## config.mk

```make
export PLATFORM = sky130hd
export DESIGN_NAME = layer_argmax
export DESIGN_NICKNAME = d
export VERILOG_FILES = /design/src/rtl/nn_pkg.sv /design/src/rtl/layer_argmax.sv
export SDC_FILE = /design/constraint.sdc
export NUM_CORES = 1
export LEC_CHECK = 0
export BUFFER_PORTS_ARGS = -buffer_cell sky130_fd_sc_hd__buf_4
export CAP_MARGIN = 20
export CORE_MARGIN = 5
export CORE_UTILIZATION = 55
export DETAILED_ROUTE_END_ITERATION = 12
export MAX_ROUTING_LAYER = met4
export PLACE_DENSITY_LB_ADDON = 0.12
export SLEW_MARGIN = 20
export SYNTH_ARGS = -nofsm -noshare
export SYNTH_HDL_FRONTEND = slang
export SYNTH_SLANG_ARGS = --single-unit
```

## constraint.sdc

```tcl
create_clock -name i_clk -period 4 [get_ports i_clk]
set_clock_uncertainty 0.1 [all_clocks]
set_input_delay 0.8 -clock i_clk [delete_from_list [all_inputs] [get_ports i_clk]]
set_output_delay 0.8 -clock i_clk [all_outputs]
set_load 0.01 [all_outputs]
```

## src/rtl/nn_pkg.sv

```systemverilog
// Shared definitions for the neural-network datapath blocks.
// Holds the argmax FSM state encoding and the default lane width.
package nn_pkg;

   typedef enum logic [1:0] {ST_COLLECT, ST_SCAN, ST_DONE} argmax_state_t;

   localparam int DATA_WIDTH_DEF = 16;

endpackage

```

## src/rtl/layer_argmax.sv

```systemverilog
// Classification tail: captures one value per output neuron, then scans the
// captured lanes one per cycle and reports the signed maximum and its index.
module layer_argmax
   import nn_pkg::*;
#(
   parameter  int NUM_NEURON = 10,
   parameter  int DATA_WIDTH = DATA_WIDTH_DEF,
   localparam int IDX_WIDTH  = $clog2(NUM_NEURON)
) (
   input  logic                             i_clk,
   input  logic                             i_reset,
   input  logic [NUM_NEURON*DATA_WIDTH-1:0] i_input,
   input  logic [NUM_NEURON-1:0]            i_input_valid,
   output logic                             o_busy,
   output logic [IDX_WIDTH-1:0]             o_max_index,
   output logic [DATA_WIDTH-1:0]            o_max_value,
   output logic                             o_valid,
   output logic                             o_overrun
);

   // Interface: i_input_valid[k] is a 1-cycle qualifier for lane k with no
   // ready; pulses outside COLLECT are dropped and flagged on o_overrun.
   // o_valid is a 1-cycle result strobe; o_max_* hold until the next strobe.

   argmax_state_t state, state_next;

   logic [NUM_NEURON-1:0] flag;
   logic [DATA_WIDTH-1:0] lane_reg [NUM_NEURON];
   logic [DATA_WIDTH-1:0] lane_in  [NUM_NEURON];
   logic [DATA_WIDTH-1:0] best_val;
   logic [IDX_WIDTH-1:0]  best_idx;
   logic [IDX_WIDTH-1:0]  cnt;
   logic [DATA_WIDTH-1:0] cur_val;
   logic                  all_in;
   logic                  last;
   logic                  gt;

   always_comb begin
      for (int k = 0; k < NUM_NEURON; k++) begin
         lane_in[k] = i_input[k*DATA_WIDTH +: DATA_WIDTH];
      end
   end

   // Single comparator, fed by a cnt-selected lane.
   always_comb begin
      cur_val = '0;
      for (int k = 0; k < NUM_NEURON; k++) begin
         if (cnt == IDX_WIDTH'(k)) cur_val = lane_reg[k];
      end
   end

   assign all_in = &(flag | i_input_valid);
   assign last   = (cnt == IDX_WIDTH'(NUM_NEURON - 1));
   assign gt     = ($signed(cur_val) > $signed(best_val));

   always_ff @(posedge i_clk) begin
      if (i_reset) state <= ST_COLLECT;
      else         state <= state_next;
   end

   always_comb begin
      state_next = state;
      case (state)
         ST_COLLECT: if (all_in) state_next = ST_SCAN;
         ST_SCAN:    if (last)   state_next = ST_DONE;
         ST_DONE:    state_next = ST_COLLECT;
         default:    state_next = ST_COLLECT;
      endcase
   end

   always_ff @(posedge i_clk) begin
      if (i_reset) begin
         flag        <= '0;
         best_val    <= '0;
         best_idx    <= '0;
         cnt         <= '0;
         o_max_index <= '0;
         o_max_value <= '0;
         o_overrun   <= 1'b0;
         for (int k = 0; k < NUM_NEURON; k++) lane_reg[k] <= '0;
      end else begin
         o_overrun <= (state != ST_COLLECT) && (|i_input_valid);
         case (state)
            ST_COLLECT: begin
               for (int k = 0; k < NUM_NEURON; k++) begin
                  if (i_input_valid[k]) lane_reg[k] <= lane_in[k];
               end
               flag <= flag | i_input_valid;
               if (all_in) begin
                  best_val <= i_input_valid[0] ? lane_in[0] : lane_reg[0];
                  best_idx <= '0;
                  cnt      <= IDX_WIDTH'(1);
               end
            end
            ST_SCAN: begin
               if (gt) begin
                  best_val <= cur_val;
                  best_idx <= cnt;
               end
               // Publish on the last compare so the result is already stable in DONE.
               if (last) begin
                  o_max_value <= gt ? cur_val : best_val;
                  o_max_index <= gt ? cnt : best_idx;
               end else begin
                  cnt <= cnt + 1'b1;
               end
            end
            ST_DONE: begin
               flag <= '0;
               cnt  <= '0;
            end
            default: begin
               flag <= '0;
               cnt  <= '0;
            end
         endcase
      end
   end

   assign o_busy  = (state != ST_COLLECT);
   assign o_valid = (state == ST_DONE);

endmodule

```

==> flow_summary.toml, run 1 <==
[global_routing]
grt_antenna_before_repair = 0
grt_pass1_wl_um = 50390
grt_pass1_vias = 9042
overflow = 0
grt_util_all_layers_pct = 27.98
grt_max_degree = 124

[worst_setup_path]
required_ps = 4300
cp_slowest_cell = "or3_4"
critPathMaxFanout = 33
path_delay_family = "compound AO/OA/AOI/OAI gates"
crit_chain = "ha_1 -> or3_4 -> buf_4 -> a221oi_2 -> o2bb2ai_1 -> a21oi_2 -> ha_1 -> nand2_1 -> a211o_1 -> a41oi_4 -> o21a_1 -> buf_12 -> nand2_1 -> a311oi_2"
r2r-end = "o_max_value[10]$_SDFFE_PP0P_"
worstRegToRegCells = 14
worstSetupEndpointType = "flop"
r2r_slack_ps = 70
worst-path-buf-inv = 2
cp-start-kind = "flop"
slowest_delay_ps = 430
path_class = "reg -> reg"
cp.arrival_ps = 4230
r2r_start = "cnt[0]$_SDFFE_PP0P_"
crit_cells = 14

[status]
outcome = "completed"

[timing]
fmax_ghz = 0.2548
holdWs_ps = 381.1
slew_violations = 0
min_period_over_period_pct = 98.13
fin_crit_ps = 3925
hold_viol_final = 0
tightestPinTransition_ps = 974.5
timing.slew.headroom_pct = 35.04
setup_ws_ps = 74.75
setup_viol = 0

[pwr]
totalPowerFinal_mw = 5.616
p_sw_mw = 1.406
power_leakage_nw = 5.974
peakVddDrop_uv = 274.3
p_clk_share_pct = 37.9
power_frac_seq_pct = 47.3
sw_frac_of_total_pct = 25.04
comb_power_share_pct = 14.7
p_per_area_nw_per_um2 = 398.6
p_int_mw = 4.210

[layout]
nets = 1453
drive_gt1_share_pct = 27.46
multi_input_area_um2 = 4931
stdcell_area_um2 = 14090
largest_register_ffs = 160
num-fill-cells = 1574
insertedDiodeCount = 0
syn2layout_area_growth_pct = 25.24
regArea_um2 = 5947

[die]
design.core.area_um2 = 20170
io_pins = 195
die-area_um2 = 23410
die_x_um = 153.0
num_rows = 52
initial_core_util_pct = 55.78
die_h_um = 153.0

[drt]
antenna_left = 0
vias = 9359
drt_iter0_drc = 834
wire_per_inst_um = 21.77
routed_via_density = 6.046
drt_drc_violations_left = 0
detail_route.first_pass.iterations = 5
finalWirelength_um = 33700

[clock_tree]
clkTransAtPathRegs_ps = 60
cts_root_buffer = "clkbuf_16"
numCtsBuffers = 23
clock_latency_ps = 520
cts.htree.levels = 1
cts.sinks = 217
cts.path.max_buffers = 3
tritoncts = "done"

[hold_path]
hold_path_end = "flag[7]$_SDFFE_PP0N_"
hold_start = "flag[7]$_SDFFE_PP0N_"
holdPathStages = 1
hp-class = "reg -> reg"

[synth]
ys.flop_type = "edfxtp_1"
synthTopCellsByArea = "edfxtp_1, dfxtp_1, and3_1, a21oi_1, clkbuf_1"
synthCells = 1088
yosysSeqAreaShare_pct = 52.85
syn-cell-area_um2 = 11250
synth.most_common_cell = "and3_1"
netlist_top_cells_count = "and3_1, edfxtp_1, clkbuf_1"
synth_area_per_cell_um2 = 10.34
synth_nets = 1280
post-synth-top-area-cell = "edfxtp_1"
async_flop_share_pct = 0
synth_edf_count = 160
synth-warning-count = 0
yosys.cell_types.count = 57
synth_top_cell_area_share_pct = 42.71
ys_seq_elements = 217

[job]
drv_cap = 0

[placed_design]
gp_congestion = 0.9356
placed_cell_area_um2 = 13040
portBuffers = 194
dp_slack_ps = -272.0
dp_hpwl_um = 24760
## how the worst max path moves through the flow
stage	startpoint	to	slack, ps
floorplan	cnt[0]$_SDFFE_PP0P_	o_max_value[12]$_SDFFE_PP0P_	550
global placement	cnt[0]$_SDFFE_PP0P_	best_val[8]$_SDFFE_PP0P_	-80
detailed placement	cnt[0]$_SDFFE_PP0P_	o_max_value[10]$_SDFFE_PP0P_	-270
CTS	cnt[1]$_SDFFE_PP0P_	o_max_value[10]$_SDFFE_PP0P_	2
global route	cnt[0]$_SDFFE_PP0P_	o_max_value[10]$_SDFFE_PP0P_	-80
finish	cnt[0]$_SDFFE_PP0P_	o_max_value[10]$_SDFFE_PP0P_	70
## repair_timing
action / 4_1_cts / 5_1_grt
buffers inserted: 0 / 5
pin swaps: 0 / 7
resized for setup: 13 / 37
setup endpoints to repair: 40 / 40
cloned: 0 / 1
hold buffers: 0 / 0
## cell usage in the layout, fill, tap and decap left out, types with 9 or more instances in the layout
master | Yosys | layout
buf_4 | 5 | 245
and3_1 | 174 | 174
edfxtp_1 | 160 | 160
a21oi_1 | 71 | 68
nor2_1 | 69 | 67
dfxtp_1 | 57 | 56
nand2_1 | 54 | 53
inv_1 | 41 | 40
o21ai_0 | 39 | 37
nand3b_1 | 29 | 29
clkbuf_16 | 0 | 23
mux2i_1 | 19 | 19
nor2b_1 | 19 | 18
nor3_1 | 19 | 17
a211oi_1 | 19 | 17
a311oi_1 | 19 | 17
ha_1 | 20 | 17
a21oi_2 | 11 | 13
a21o_1 | 13 | 13
o22a_1 | 12 | 12
a22o_1 | 12 | 12
o2bb2ai_1 | 12 | 10
o31ai_1 | 14 | 10
o22ai_1 | 11 | 10
a221oi_1 | 14 | 9
a31oi_1 | 9 | 9
nand3_1 | 9 | 9
## cells by family after synthesis
| family | synth area share [%] |
|---|---|
| simple gates | 19.46 |
| compound gates | 18.02 |
| flops | 52.85 |
| buf+inv | 5.472 |
| mux | 1.891 |
| fa+ha+maj | 2.224 |
| xor+xnor | 0.07787 |
## metal layers
metal	part of all wire [%]	vias up	track usage, %
met5	0	-	-
met4	3.3	0	8.231
met3	7.0	65	3.845
met2	46	377	41.58
met1	44	4481	40.51
li1	-	4436	-
## power groups by stage
stage          combinational (mW)  sequential (mW)  clock, mW
4_1_cts                     0.781             2.66       2.14
2_1_floorplan               0.457             2.66          0
3_3_place_gp                0.762             2.70          0
6_report                    0.827             2.66       2.13
3_5_place_dp                0.767             2.70          0
5_1_grt                     0.894             2.67       2.24
## metrics by stage
| step | utilization [%] | setup TNS [ps] | cells |
|---|---|---|---|
| floorplan | - | 0 | 1088 |
| global placement | 64.66 | -1555 | 1500 |
| detailed placement | 64.66 | -5943 | 1500 |
| CTS | 68.68 | 0 | 1542 |
| global route | 69.85 | -258.9 | 1548 |
| finish | 69.85 | 0 | 1548 |
## area by class of cell
type                       instances  share of cell area [%]
sequential                       217                   42.21
clock buffer                      29                   4.316
timing repair buffer             254                   13.96
multi-input combinational        723                   35.00
tap                              270                   2.398
clock inverter                    13                  0.9947
inverter                          42                   1.119
Power figures use the tool's default switching activity.
==> run 2: changes to the inputs <==
- CORE_ASPECT_RATIO: default -> 1.5
==> flow_summary.toml, run 2 (same netlist as run 1, synthesis figures left out) <==
[die]
design.core.area_um2 = 20260
die_x_um = 126.8
io_pins = 195
initial_core_util_pct = 55.53
die_h_um = 185.2
num_rows = 64
die-area_um2 = 23470

[worst_setup_path]
cp.arrival_ps = 4270
worst-path-buf-inv = 3
crit_chain = "ha_1 -> or3_1 -> buf_4 -> a221oi_1 -> o2bb2ai_1 -> a21oi_2 -> ha_1 -> a211oi_2 -> a41oi_2 -> buf_4 -> o21ai_4 -> clkbuf_16 -> a21oi_1 -> a211oi_2"
worstSetupEndpointType = "flop"
path_delay_family = "compound AO/OA/AOI/OAI gates"
cp_slowest_cell = "or3_1"
critPathMaxFanout = 13
path_class = "reg -> reg"
cp-start-kind = "flop"
required_ps = 4330
slowest_delay_ps = 400

[global_routing]
grt_pass1_wl_um = 51630
grt_antenna_before_repair = 0
grt_max_degree = 105
grt_util_all_layers_pct = 29.31
grt_pass1_vias = 9167
overflow = 0

[pwr]
p_clk_share_pct = 36.4
p_int_mw = 4.177
power_frac_seq_pct = 47.3
sw_frac_of_total_pct = 25.61
peakVddDrop_uv = 441.2
totalPowerFinal_mw = 5.615
p_sw_mw = 1.438
p_per_area_nw_per_um2 = 393.1
power_leakage_nw = 6.119
comb_power_share_pct = 16.3

[job]
drv_cap = 0

[layout]
multi_input_area_um2 = 4891
layout.cells.non_filler = 1571
regArea_um2 = 5951
insertedDiodeCount = 0
final_cell_mix = "buf_4, and3_1, edfxtp_1"
syn2layout_area_growth_pct = 26.97
largest_register_ffs = 160
num-fill-cells = 1552
final_common_cell = "buf_4"
nets = 1483
drive_gt1_share_pct = 29.53

[drt]
drt_drc_violations_left = 0
antenna_left = 0
detail_route.first_pass.iterations = 5
drt_iter0_drc = 1205
routed_via_density = 6.182
finalWirelength_um = 35250
wire_per_inst_um = 22.44
vias = 9712

[timing]
rsz0062_at_grt = "true"
min_period_over_period_pct = 98.33
setup_viol = 0
slew_violations = 0
fmax_ghz = 0.2543
tightestPinTransition_ps = 829.0
hold_viol_final = 0
timing.slew.headroom_pct = 44.74
fin_crit_ps = 3933

[clock_tree]
cts_hold_buf = 0
clkTransAtPathRegs_ps = 70
numCtsBuffers = 22
cts.sinks = 217
tritoncts = "done"
clock_latency_ps = 510
cts_root_buffer = "clkbuf_16"
cts.htree.levels = 1
cts.path.max_buffers = 3

[hold_path]
hp-class = "reg -> reg"

[placed_design]
portBuffers = 194
dp_cells = 1524
gp_congestion = 0.9703
dp_hpwl_um = 25920

[status]
outcome = "completed"
==> run 2: cell type report <==
cell class | count | share of cell area [%]
Sequential cell | 217 | 41.66
Multi-Input combinational cell | 724 | 34.24
Timing Repair Buffer | 284 | 15.62
Clock buffer | 27 | 4.345
Tap cell | 264 | 2.313
Inverter | 42 | 1.104
Clock inverter | 13 | 0.7183
==> run 2: worst paths after layout <==
kind / start / end / slack (ps) / depth (start not counted)
setup / recovery: cnt[0]$_SDFFE_PP0P_ / best_val[4]$_SDFFE_PP0P_ / 70 / 14
hold / removal: flag[7]$_SDFFE_PP0N_ / flag[7]$_SDFFE_PP0N_ / 380 / 1
setup reg to reg: cnt[0]$_SDFFE_PP0P_ / best_val[4]$_SDFFE_PP0P_ / 70 / 14
hold reg to reg: flag[7]$_SDFFE_PP0N_ / flag[7]$_SDFFE_PP0N_ / 380 / 1
==> run 2: per-layer routing <==
layer  track usage (%)  vias up  part of all wire (%)
li1                  -     4517                     -
met2             46.46      479                    48
met3             2.914      102                   6.0
met1             36.78     4614                    39
met5                 -        -                     0
met4             16.92        0                   6.6
==> run 2: power by group through the flow <==
stage	sequential, mW	combinational, mW	clock (mW)
after floorplan	2.66	0.457	0
after global placement	2.70	0.791	0
after detailed placement	2.70	0.799	0
after CTS	2.65	0.810	2.07
after global routing	2.66	0.980	2.15
final	2.66	0.917	2.04
==> run 2: what timing repair did <==
item / in CTS / in global routing
resized for setup: 9 / 39
endpoints found under the setup margin: 37 / 40
setup buffers: 1 / 2
pin swaps: 1 / 15
cloned: 0 / 4
==> run 2: per-stage QoR <==
stage	setup WS, ps	TNS, ps	hold slack, ps	area (um^2)	utilization (%)
4_1_cts	4.532	0	380.6	14040	69.29
2_1_floorplan	545.2	0	342.8	11250	-
3_5_place_dp	-154.6	-3284	358.4	13260	65.46
3_3_place_gp	-106.8	-2299	356.7	13260	65.46
5_1_grt	-97.49	-815.3	401.8	14280	70.50
6_report	66.98	0	378.9	14280	70.50
==> run 3: changes to the inputs <==
- clock period: 4 -> 4.49 ns (I/O delays scaled with it)
==> flow_summary.toml, run 3 (same netlist as run 1, synthesis figures left out) <==
[timing]
rsz0062_at_grt = "false"
timing.slew.headroom_pct = 34.96
fmax_ghz = 0.2335
tightestPinTransition_ps = 972.0
min_period_over_period_pct = 95.38
holdWs_ps = 380.0
tns_ps = 0
fin_crit_ps = 4282
hold_viol_final = 0
setup_viol = 0
slew_violations = 0

[die]
num_rows = 64
die-area_um2 = 23470
die_x_um = 126.8
design.core.area_um2 = 20260
initial_core_util_pct = 55.53
io_pins = 195
die_h_um = 185.2

[worst_setup_path]
slowest_delay_ps = 460
cp-endpoint = "best_val[8]$_SDFFE_PP0P_"
crit_chain = "inv_1 -> ha_1 -> buf_12 -> nand3b_1 -> a221oi_1 -> o2bb2ai_1 -> a21oi_1 -> ha_1 -> or3b_1 -> a211oi_1 -> o21ai_1 -> o21a_1 -> buf_12 -> mux2i_1 -> a211oi_1"
cp-startpoint = "cnt[1]$_SDFFE_PP0P_"
worstRegToRegCells = 15
cp.arrival_ps = 4610
path_class = "reg -> reg"
required_ps = 4820
r2r_start = "cnt[1]$_SDFFE_PP0P_"
r2r_slack_ps = 210
cp-start-kind = "flop"
r2r-end = "best_val[8]$_SDFFE_PP0P_"
cp_slowest_cell = "dfxtp_1"
worstSetupEndpointType = "flop"
critPathMaxFanout = 31

[pwr]
totalPowerFinal_mw = 4.779
power_leakage_nw = 5.738
peakVddDrop_uv = 338.7
p_per_area_nw_per_um2 = 352.7

[drt]
finalWirelength_um = 33840
detail_route.first_pass.iterations = 6
vias = 9394
drt_iter0_drc = 1480
antenna_left = 0
routed_via_density = 6.229
wire_per_inst_um = 22.44
drt_drc_violations_left = 0

[global_routing]
grt_util_all_layers_pct = 28.83
grt_pass1_wl_um = 50770
grt_antenna_before_repair = 0
grt_max_degree = 100
grt_pass1_vias = 8927
overflow = 0

[clock_tree]
numCtsBuffers = 21
cts.sinks = 217
cts.htree.levels = 1
clkTransAtPathRegs_ps = 70
tritoncts = "done"
cts_root_buffer = "clkbuf_16"
cts_hold_buf = 0
cts.path.max_buffers = 3
clock_latency_ps = 520

[layout]
final_cell_mix = "buf_4, and3_1, edfxtp_1"
syn2layout_area_growth_pct = 20.46
insertedDiodeCount = 0
num-fill-cells = 1636
utilization_pct = 66.89
final_common_cell = "buf_4"
drive_gt1_share_pct = 23.39
largest_register_ffs = 160
nets = 1421
layout.cells.non_filler = 1508

[hold_path]
hp-class = "reg -> reg"
holdPathStages = 1

[placed_design]
dp_cells = 1470
dp_hpwl_um = 25250
portBuffers = 194
gp_congestion = 1.001

[job]
drv_cap = 0

[status]
outcome = "completed"
## run 3: per-layer routing
metal / track usage (%) / up-vias / part of all wire (%)
met5: - / - / 0
met4: 11.85 / 0 / 4.5
met3: 2.799 / 82 / 6.6
met2: 47.94 / 460 / 50
met1: 36.35 / 4464 / 39
li1: - / 4388 / -
## run 3: worst min path at each step
stage | startpoint | endpoint
floorplan | flag[3]$_SDFFE_PP0N_ | flag[3]$_SDFFE_PP0N_
global placement | flag[7]$_SDFFE_PP0N_ | flag[7]$_SDFFE_PP0N_
detailed placement | flag[9]$_SDFFE_PP0N_ | flag[9]$_SDFFE_PP0N_
CTS | flag[9]$_SDFFE_PP0N_ | flag[9]$_SDFFE_PP0N_
global route | flag[9]$_SDFFE_PP0N_ | flag[9]$_SDFFE_PP0N_
finish | flag[1]$_SDFFE_PP0N_ | flag[1]$_SDFFE_PP0N_
## run 3: power breakdown
| part | switching, mW | internal [mW] | leakage, nW |
|---|---|---|---|
| logic | 0.387 | 0.295 | 3.19 |
| registers | 0.0757 | 2.29 | 2.22 |
| clock network | 0.778 | 0.949 | 0.326 |
## run 3: layout make-up
class                      instances  area (um^2)  area share, %
tap                              264        330.3          2.437
timing repair buffer             224         1732          12.78
inverter                          42        157.7          1.163
multi-input combinational        723         4716          34.80
clock inverter                    11        72.57         0.5355
sequential                       217         5946          43.87
clock buffer                      27        598.1          4.413
## run 3: worst max-delay path, delay by kind of cell (launching register included)
family | cells | cell delay (ps)
AOI/OAI and AO/OA | 7 | 1910
buffers and inverters | 3 | 520
muxes | 1 | 130
DFF | 1 | 460
adders and majority gates | 2 | 530
and+or+nand+nor | 2 | 550
## run 3: stage by stage
stage | instance area, um^2 | setup slack (ps)
after floorplan | 11250 | 1035
after global placement | 12870 | 334.7
after detailed placement | 12870 | 250.8
after CTS | 13540 | 218.4
after global routing | 13550 | 68.63
final | 13550 | 207.6
## run 3: timing repair
item	4_1_cts	5_1_grt
buffers inserted	0	0
gates resized for setup	0	2
endpoints found under the setup margin	0	8
endpoints found under the hold margin	0	0
